==> config.mk <==
export PLATFORM = sky130hd
export DESIGN_NAME = issue_queue_pair
export DESIGN_NICKNAME = d
export VERILOG_FILES = /design/src/rtl/issue_queue_pair.sv
export SDC_FILE = /design/constraint.sdc
export NUM_CORES = 1
export LEC_CHECK = 0
export BUFFER_PORTS_ARGS = -buffer_cell sky130_fd_sc_hd__buf_2
export CAP_MARGIN = 10
export CORE_AREA = 2 2 193 195
export CTS_CLUSTER_SIZE = 30
export DETAILED_ROUTE_END_ITERATION = 16
export DIE_AREA = 0 0 195 197
export PLACE_DENSITY = 0.86
export SLEW_MARGIN = 10
export SYNTH_ARGS = -nofsm -noshare
export SYNTH_HDL_FRONTEND = slang
export SYNTH_SLANG_ARGS = --single-unit
==> constraint.sdc <==
create_clock -name clk -period 15.9 [get_ports clk]
set_input_delay 2.385 -clock clk [delete_from_list [all_inputs] [get_ports clk]]
set_output_delay 2.385 -clock clk [all_outputs]
set_load 0.02 [all_outputs]
==> src/rtl/issue_queue_pair.sv <==
// Instruction queue between fetch and decode: circular buffer with a show-ahead
// head pair, hazard-based dual-issue pairing, flush (redirect) and halt handling.
module issue_queue_pair #(
    parameter int DEPTH   = 8,
    parameter int INSTR_W = 32,
    parameter int PC_W    = 16,
    parameter int ISSUE_W = 2
) (
    input  logic                   clk,
    input  logic                   rst_n,
    input  logic                   flush,
    input  logic [1:0]             fetch_vld,
    input  logic [2*INSTR_W-1:0]   fetch_instr,
    input  logic [2*PC_W-1:0]      fetch_pc,
    output logic                   fetch_rdy,
    output logic [1:0]             iss_vld,
    output logic [2*INSTR_W-1:0]   iss_instr,
    output logic [2*PC_W-1:0]      iss_pc,
    input  logic                   iss_stall,
    output logic [$clog2(DEPTH):0] occupancy,
    output logic                   halted
);
    localparam int AW = $clog2(DEPTH);
    localparam int CW = AW + 1;

    // Opcode map of field [31:27]; codes not listed are plain register writers.
    localparam logic [4:0] OP_ADD  = 5'd0;
    localparam logic [4:0] OP_ADDZ = 5'd1;
    localparam logic [4:0] OP_SUB  = 5'd2;
    localparam logic [4:0] OP_AND  = 5'd3;
    localparam logic [4:0] OP_NOR  = 5'd4;
    localparam logic [4:0] OP_SLL  = 5'd5;
    localparam logic [4:0] OP_SRL  = 5'd6;
    localparam logic [4:0] OP_SRA  = 5'd7;
    localparam logic [4:0] OP_ADDI = 5'd8;
    localparam logic [4:0] OP_SUBI = 5'd9;
    localparam logic [4:0] OP_MUL  = 5'd10;
    localparam logic [4:0] OP_UMUL = 5'd11;
    localparam logic [4:0] OP_ADDF = 5'd12;
    localparam logic [4:0] OP_SUBF = 5'd13;
    localparam logic [4:0] OP_MULF = 5'd14;
    localparam logic [4:0] OP_ITF  = 5'd15;
    localparam logic [4:0] OP_FTI  = 5'd16;
    localparam logic [4:0] OP_LW   = 5'd17;
    localparam logic [4:0] OP_SW   = 5'd18;
    localparam logic [4:0] OP_LWI  = 5'd19;
    localparam logic [4:0] OP_PUSH = 5'd20;
    localparam logic [4:0] OP_POP  = 5'd21;
    localparam logic [4:0] OP_BR   = 5'd22;
    localparam logic [4:0] OP_JAL  = 5'd23;
    localparam logic [4:0] OP_JR   = 5'd24;
    localparam logic [4:0] OP_HLT  = 5'd25;

    function automatic logic is_writer(input logic [4:0] op);
        return !(op inside {OP_SW, OP_BR, OP_JR, OP_PUSH, OP_HLT});
    endfunction

    function automatic logic is_mem(input logic [4:0] op);
        return op inside {OP_LW, OP_SW, OP_LWI, OP_PUSH, OP_POP};
    endfunction

    function automatic logic is_ext(input logic [4:0] op);
        return op inside {OP_MUL, OP_UMUL, OP_ADDF, OP_SUBF, OP_MULF, OP_ITF, OP_FTI};
    endfunction

    function automatic logic sets_flags(input logic [4:0] op);
        return (op inside {OP_ADD, OP_ADDZ, OP_SUB, OP_AND, OP_NOR, OP_SLL, OP_SRL,
                           OP_SRA, OP_ADDI, OP_SUBI}) || is_ext(op);
    endfunction

    // JAL links into r31 regardless of its dst field.
    function automatic logic [4:0] dst_of(input logic [4:0] op, input logic [4:0] dst_field);
        return (op == OP_JAL) ? 5'd31 : dst_field;
    endfunction

    logic [INSTR_W-1:0] instr_mem [DEPTH];
    logic [PC_W-1:0]    pc_mem    [DEPTH];

    logic [AW-1:0] rd_ptr, wr_ptr;
    logic [AW-1:0] rd_ptr_p1, wr_ptr_p1;
    logic [CW-1:0] count;
    logic          halted_q;

    logic [INSTR_W-1:0] head0, head1;
    logic [4:0]         op0, op1, dst0, dst1;
    logic               split, vld0, vld1;
    logic               do_write, pop_hlt;
    logic [1:0]         n_wr, n_pop;

    assign rd_ptr_p1 = rd_ptr + AW'(1);
    assign wr_ptr_p1 = wr_ptr + AW'(1);

    assign head0 = instr_mem[rd_ptr];
    assign head1 = instr_mem[rd_ptr_p1];
    assign op0   = head0[31:27];
    assign op1   = head1[31:27];
    assign dst0  = dst_of(op0, head0[20:16]);
    assign dst1  = dst_of(op1, head1[20:16]);

    always_comb begin
        split = 1'b0;
        if (op0 inside {OP_BR, OP_JAL, OP_JR, OP_HLT} || op1 == OP_HLT)
            split = 1'b1;
        // RAW is deliberately conservative: every slot1 register field is compared.
        if (is_writer(op0) && dst0 != 5'd0 &&
            (dst0 == head1[4:0] || dst0 == head1[12:8] || dst0 == head1[20:16]))
            split = 1'b1;
        if (is_writer(op0) && is_writer(op1) && dst0 != 5'd0 && dst0 == dst1)
            split = 1'b1;
        if (is_mem(op0) && is_mem(op1))
            split = 1'b1;
        if (is_ext(op0) && is_ext(op1))
            split = 1'b1;
        if (sets_flags(op0) && (op1 == OP_ADDZ || op1 == OP_BR))
            split = 1'b1;
    end

    // Handshake: fetch entries are taken on a clock edge when fetch_vld[0] and
    // fetch_rdy are high and flush is low; fetch_rdy reflects only the registered
    // count. Issue slots pop on an edge when iss_vld is high and iss_stall is low.
    assign fetch_rdy = (count <= CW'(DEPTH - 2));
    assign vld0      = (count != '0) && !halted_q && !flush;
    assign vld1      = (ISSUE_W == 2) && vld0 && (count >= CW'(2)) && !split;
    assign iss_vld   = {vld1, vld0};
    assign iss_instr = {head1, head0};
    assign iss_pc    = {pc_mem[rd_ptr_p1], pc_mem[rd_ptr]};
    assign occupancy = count;
    assign halted    = halted_q;

    assign do_write = fetch_vld[0] && fetch_rdy && !flush;
    assign n_wr     = do_write ? (fetch_vld[1] ? 2'd2 : 2'd1) : 2'd0;
    assign n_pop    = iss_stall ? 2'd0 : ({1'b0, vld0} + {1'b0, vld1});
    assign pop_hlt  = !iss_stall && vld0 && (op0 == OP_HLT);

    always_ff @(posedge clk or negedge rst_n) begin
        if (!rst_n) begin
            rd_ptr   <= '0;
            wr_ptr   <= '0;
            count    <= '0;
            halted_q <= 1'b0;
        end else if (flush) begin
            rd_ptr   <= '0;
            wr_ptr   <= '0;
            count    <= '0;
            halted_q <= 1'b0;
        end else begin
            rd_ptr <= rd_ptr + AW'(n_pop);
            wr_ptr <= wr_ptr + AW'(n_wr);
            count  <= count + CW'(n_wr) - CW'(n_pop);
            if (pop_hlt)
                halted_q <= 1'b1;
        end
    end

    // Payload storage needs no reset: an entry is only observed once the count covers it.
    always_ff @(posedge clk) begin
        if (do_write) begin
            instr_mem[wr_ptr] <= fetch_instr[INSTR_W-1:0];
            pc_mem[wr_ptr]    <= fetch_pc[PC_W-1:0];
            if (fetch_vld[1]) begin
                instr_mem[wr_ptr_p1] <= fetch_instr[2*INSTR_W-1:INSTR_W];
                pc_mem[wr_ptr_p1]    <= fetch_pc[2*PC_W-1:PC_W];
            end
        end
    end

endmodule

After elaboration in Yosys (flattened, before gate mapping)
Memories as Yosys holds them, arrays and structs flattened.
Cells that the tools add are included.
{ "totals": {"register_bits": 11, "ram_bits": 384, "in_bits": 102, "out_inout_bits": 104, "wordCells": 121, "memories": 2} }
{ "op_classes": {"addsub": 7, "n_lt_le_gt_ge": 2, "n_eq_ne": 46, "n_mux": 21, "reduce_logical": 39} }
{ "memory_table": {"columns": ["name", "words", "width", "read_ports", "rd_ports_with_merged_regs", "write_ports", "line_no", "source"], "rows": [
  ["instr_mem", 8, 32, 2, 0, 2, "76", "logic [INSTR_W-1:0] instr_mem [DEPTH];"],
  ["pc_mem", 8, 16, 2, 0, 2, "77", "logic [PC_W-1:0] pc_mem [DEPTH];"]
]} }
{ "op_table": {"columns": ["operator", "count"], "rows": [
  ["$eq A5 B5 Y1 const B", 20],
  ["$eq A5 B4 Y1 const B", 14],
  ["$reduce_bool A5 Y1", 5],
  ["$eq A5 B3 Y1 const B", 4],
  ["$eq A5 B5 Y1", 4],
  ["$logic_and A1 B1 Y1", 16],
  ["$reduce_bool A7 Y1", 2],
  ["$mux W1", 13],
  ["$eq A5 B1 Y1 const B", 2],
  ["$eq A5 B2 Y1 const B", 2],
  ["$mux W5", 2],
  ["$reduce_bool A10 Y1", 1],
  ["$reduce_bool A4 Y1", 2],
  ["$add A3 B1 Y3 const B", 2],
  ["$add A3 B2 Y3", 2],
  ["$logic_not A1 Y1", 6],
  ["$mux W2", 3],
  ["$mux W3", 2],
  ["$logic_not A5 Y1", 1],
  ["$logic_or A1 B1 Y1", 5],
  ["$add A4 B2 Y4", 1],
  ["$ge A4 B2 Y1 const B", 1],
  ["$le A4 B3 Y1 const B", 1],
  ["$mux W4", 1],
  ["3 further kinds", 3]
]} }

Longest topological paths before layout
An unclocked memory read counts as a cell.
{ "logic_depth": {"word_depth": 18, "depth_mapped": 24, "ltp_nobuf": 21} }

Worst setup path before layout
No wires, ideal clock.
{ "synth_timing": {"path_kind": "input -> register", "startpoint": "in flush", "endpoint": "mem instr_mem[0][0] (enable)", "setup_ns": 0.525, "t_arrival_ns": 6.336, "required_time_ns": 15.375, "slack_ns": 9.039, "stages": 3, "path_buffers": 0, "path_cell_list": "and3b_1 nand2b_1 o31ai_1"} }
{ "synth_lines": {"columns": ["element", "line_no", "source"], "rows": [
  ["start, declared", "11", "input logic flush,"],
  ["end, declared", "76", null]
]} }

Worst setup path in the final report
{ "layout_timing": {"startpoint": "reg rd_ptr[0]", "endpoint": "out iss_vld[1]"} }
{ "layout_via": {"elab_chain_len": 14, "elab_cells_between_ends": 83, "classes_between": "add/sub (1); eq/ne (46); mux (8); reduce/logical (27); memory (1)"} }
{ "layout_rtl": {"columns": ["element", "line_no", "source"], "rows": [
  ["start, declared", "79", "logic [AW-1:0] rd_ptr, wr_ptr;"],
  ["start signal, assigned", "147", "rd_ptr <= rd_ptr + AW'(n_pop);"],
  ["$add A3 B1 Y3 or $mem_v2 Z8 W32 (tied branches)", null, null],
  ["$mem_v2 Z8 W32 *", null, null],
  ["$eq A5 B5 Y1 (tied with other cells)", "55, 59", null],
  ["$reduce_bool A5 Y1 or $eq A5 B5 Y1 (tied branches)", "55, 106", null],
  ["$logic_not A1 Y1 or $logic_or A1 B1 Y1 (tied branches)", "55, 106", null],
  ["$logic_and A1 B1 Y1 or $logic_or A1 B1 Y1 (tied branches)", "108, 106", null],
  ["$logic_and A1 B1 Y1, on equally long branches", "108, 105", null],
  ["$logic_and A1 B1 Y1 or $mux W1 (tied branches)", "108, 105", null],
  ["$mux W1", "108", "if (is_writer(op0) && is_writer(op1) && dst0 != 5'd0 && dst0 == dst1)"],
  ["$mux W1", "110", "if (is_mem(op0) && is_mem(op1))"],
  ["$mux W1", "112", "if (is_ext(op0) && is_ext(op1))"],
  ["$mux W1 *", "114", "if (sets_flags(op0) && (op1 == OP_ADDZ || op1 == OP_BR))"],
  ["$logic_not A1 Y1 *", "123", "assign vld1 = (ISSUE_W == 2) && vld0 && (count >= CW'(2)) && !split;"],
  ["$logic_and A1 B1 Y1 *", "123", null],
  ["end, declared", "16", "output logic [1:0] iss_vld,"]
]} }
Mark *: on every way between the ends. The rest lies on a longest branch, timed or not.

==> flow_summary.ini <==
[clock_tree]
cts-root-buf = clkbuf_16
cts_made_buffers = 43
htree_levels = 2
post-cts-setup-buffers = 0
clock_latency_ns = 0.56
cts_tree = done
cts.sinks = 395
cts_buffer_depth = 3
clk_pin_slew_ns = 0.06
cts_resized = 0
holdBufCountCts = 0

[setup_path]
cp-end-kind = output pin
r2r_cells = 21
worstSetupStartpointType = register
worst_path_max_delay_cell = buf_4
crit_type = reg2out
r2r_start = rd_ptr[0]
r2r-end = occupancy[3]
cp.arrival_ns = 5.57
r2r_setup_slack_ns = 9.13
cp_top_family = buffers and inverters
crit_fanout = 70
critical-path-max-stage-delay_ns = 0.86
cp_common_cell = buf_4
worstPathCellList = buf_4 > buf_4 > mux4_2 > mux2i_4 > inv_1 > or4b_1 > o31a_1 > o21ai_0 > nand2_1 > a41oi_2 > nor4_2 > buf_2
required_ns = 13.52
crit_buf_inv = 4

[global_route]
grt_overflow_total = 0
antenna_found_initial = 11
grt_use_total_pct = 32.65
grt_pass1_vias = 15630
grt_max_degree = 71
grt_pass1_wl_mm = 93.72

[sta]
hold_viol = 0
rsz0062_at_grt = false
setup_viol = 0
whs_ns = 0.5594
finalClockSkew_ns = 0.01757
setup_tns_ns = 0
fmax_mhz = 125.7
final.period_utilization_pct = 50.03
slew_headroom_pct = 29.72
slew_violations = 0
worst_pin_slew_ns = 1.054
min_period_ns = 7.955

[die]
fp.dieArea_um2 = 38420
initial_core_util_pct = 65.33
io_pins = 206
fp.dieH_um = 197
die_w_um = 195
rows = 70
core_um2 = 36260

[route]
drt-pass1-iter-count = 5
avgRoutedWirePerCell_um = 28.58
vias = 15260
antenna_left = 0
routed_wl_mm = 62.48
drt_iter0_markers = 1412
viasPerCell = 6.981
drt_drc_violations_left = 0

[place]
dp_hpwl_mm = 35.21
dpl-instance-area_um2 = 25140
place.gp.congestion = 0.9028
place_inst = 2099
io_buffers = 205

[cells_and_area]
fill_cells = 2272
area_growth_pct = 11.77
multiInputGateArea_um2 = 11400
regArea_um2 = 11820
fin_nets = 1793
final_cell_area_um2 = 26480
drive_gt1_share_pct = 55.09
final_cells = 2186

[logic_synthesis]
seq_area_frac_synth_pct = 49.84
synth_area_um2 = 23690
synth_cell_types = 71
async_reset_ff_share_pct = 2.785
synthCells = 1514
synth_edf_count = 384
synthFlopType = edfxtp_1
avgSynthCellArea_um2 = 15.65
syn-num-nets = 1631
synth_warnings = 0
ys_ff_latch = 395

[pwr]
p_per_area_nw_per_um2 = 146.1
vdd_drop_max_uv = 114.0
power.total_mw = 3.869
p_leak_nw = 9.002

[hold_path]
min-delay-start = halted
hold_path_depth = 2
holdPathEnd = halted
holdCritPathClass = reg2reg

[job]
cap_viol_max_count = 0

[outcome]
status = finished clean
cell families after synthesis:
kind of cell               share of synthesized area [%]
AOI/OAI and AO/OA                                  1.484
xor gates and xnor gates                          0.6603
adders and majority gates                         0.9191
buffers and inverters                              2.689
DFF                                                49.84
muxes                                              39.22
and+or+nand+nor                                    5.182
Yosys cell counts, types with 2 or more instances:
master / n / area share, %
a2111oi_0: 2 / 0.074
xnor2_1: 12 / 0.44
inv_2: 2 / 0.032
mux2_2: 431 / 20
mux2i_1: 22 / 0.93
nand3_1: 8 / 0.17
o31ai_1: 2 / 0.063
o21ai_0: 6 / 0.13
mux4_2: 184 / 17
xor2_1: 4 / 0.15
buf_6: 2 / 0.095
o32ai_1: 2 / 0.074
a211oi_1: 2 / 0.063
nand2_1: 132 / 2.1
clkbuf_1: 44 / 0.70
and2_1: 3 / 0.079
or3_1: 4 / 0.11
nand2b_1: 6 / 0.16
o22ai_1: 5 / 0.13
nand4_1: 8 / 0.21
a21oi_1: 6 / 0.13
o21bai_1: 3 / 0.095
buf_2: 32 / 0.68
and3_1: 3 / 0.079
fa_1: 4 / 0.34
buf_4: 10 / 0.32
nor4_1: 4 / 0.11
mux2i_4: 2 / 0.19
ha_1: 11 / 0.58
nor2_1: 25 / 0.40
edfxtp_1: 384 / 49
dfrtp_1: 11 / 1.2
nand3b_1: 8 / 0.25
inv_1: 30 / 0.48
nor2b_1: 6 / 0.16
o31a_1: 2 / 0.074
nor3_1: 18 / 0.38
nor3b_1: 16 / 0.51
buf_1: 25 / 0.40
o221ai_1: 2 / 0.074
worst register-to-register path: cells and delay by family (launching register included):
kind                     cells  cell delay (ns)
AO/OA/AOI/OAI                5             0.91
buffers and inverters        5             2.05
XOR/XNOR                     1             0.15
flip-flops                   1             0.71
AND/OR/NAND/NOR              5             0.91
multiplexers                 2             0.95
adder cells (fa/ha/maj)      3             0.97
area by class of cell:
type,count,share of cell area (%)
clock buffers,59,4.641
clock inverters,18,0.3261
inverters,32,0.4537
flip-flops and latches,395,44.64
repair buffers,230,4.584
well taps,468,2.212
multi-input cells,974,43.05
diodes,10,0.09452
worst max path at each step:
stage,startpoint,slack [ns],endpoint,cells after the start
after floorplan,flush,9.04,instr_mem[0][0],3
after global placement,rd_ptr[1],8.71,iss_vld[1],10
after detailed placement,rd_ptr[0],8.60,iss_vld[1],12
after CTS,rd_ptr[0],7.99,iss_vld[1],12
after global routing,rd_ptr[0],7.60,iss_vld[1],12
final,rd_ptr[0],7.94,iss_vld[1],12
placed cells by master, fill, tap and decap left out, types with 22 or more instances in the layout:
master,instances
buf_4,25
edfxtp_1,384
buf_2,205
inv_1,30
mux2i_1,22
nand2_1,130
nor2_1,25
mux2_2,431
clkbuf_16,45
mux4_2,184
stage by stage:
| step | setup slack (ns) | utilization [%] |
|---|---|---|
| 3_5_place_dp | 8.600 | 69.32 |
| 5_1_grt | 7.599 | 72.96 |
| 4_1_cts | 7.992 | 72.95 |
| 3_3_place_gp | 8.712 | 69.32 |
| 6_report | 7.945 | 73.02 |
| 2_1_floorplan | 9.039 | - |
layer usage:
| metal | track usage, % | vias up | share of wire, % |
|---|---|---|---|
| met5 | 0 | - | 0.066 |
| met4 | 10.72 | 6 | 2.6 |
| met3 | 6.639 | 143 | 9.8 |
| met2 | 54.97 | 813 | 50 |
| met1 | 43.10 | 7878 | 38 |
| li1 | - | 6420 | - |
state kept, by name, summed over array words and instances, names as in the netlist:
name and count:
rd_ptr 3, halted 1, instr_mem 256, occupancy 4
wr_ptr 3, pc_mem 128
report_power, final:
| group | switching, mW | internal (mW) |
|---|---|---|
| logic | 0.938 | 0.747 |
| clock network | 0.405 | 0.539 |
| registers | 0.0507 | 1.19 |
| total | 1.39 | 2.48 |
Power figures use the tool's default switching activity.
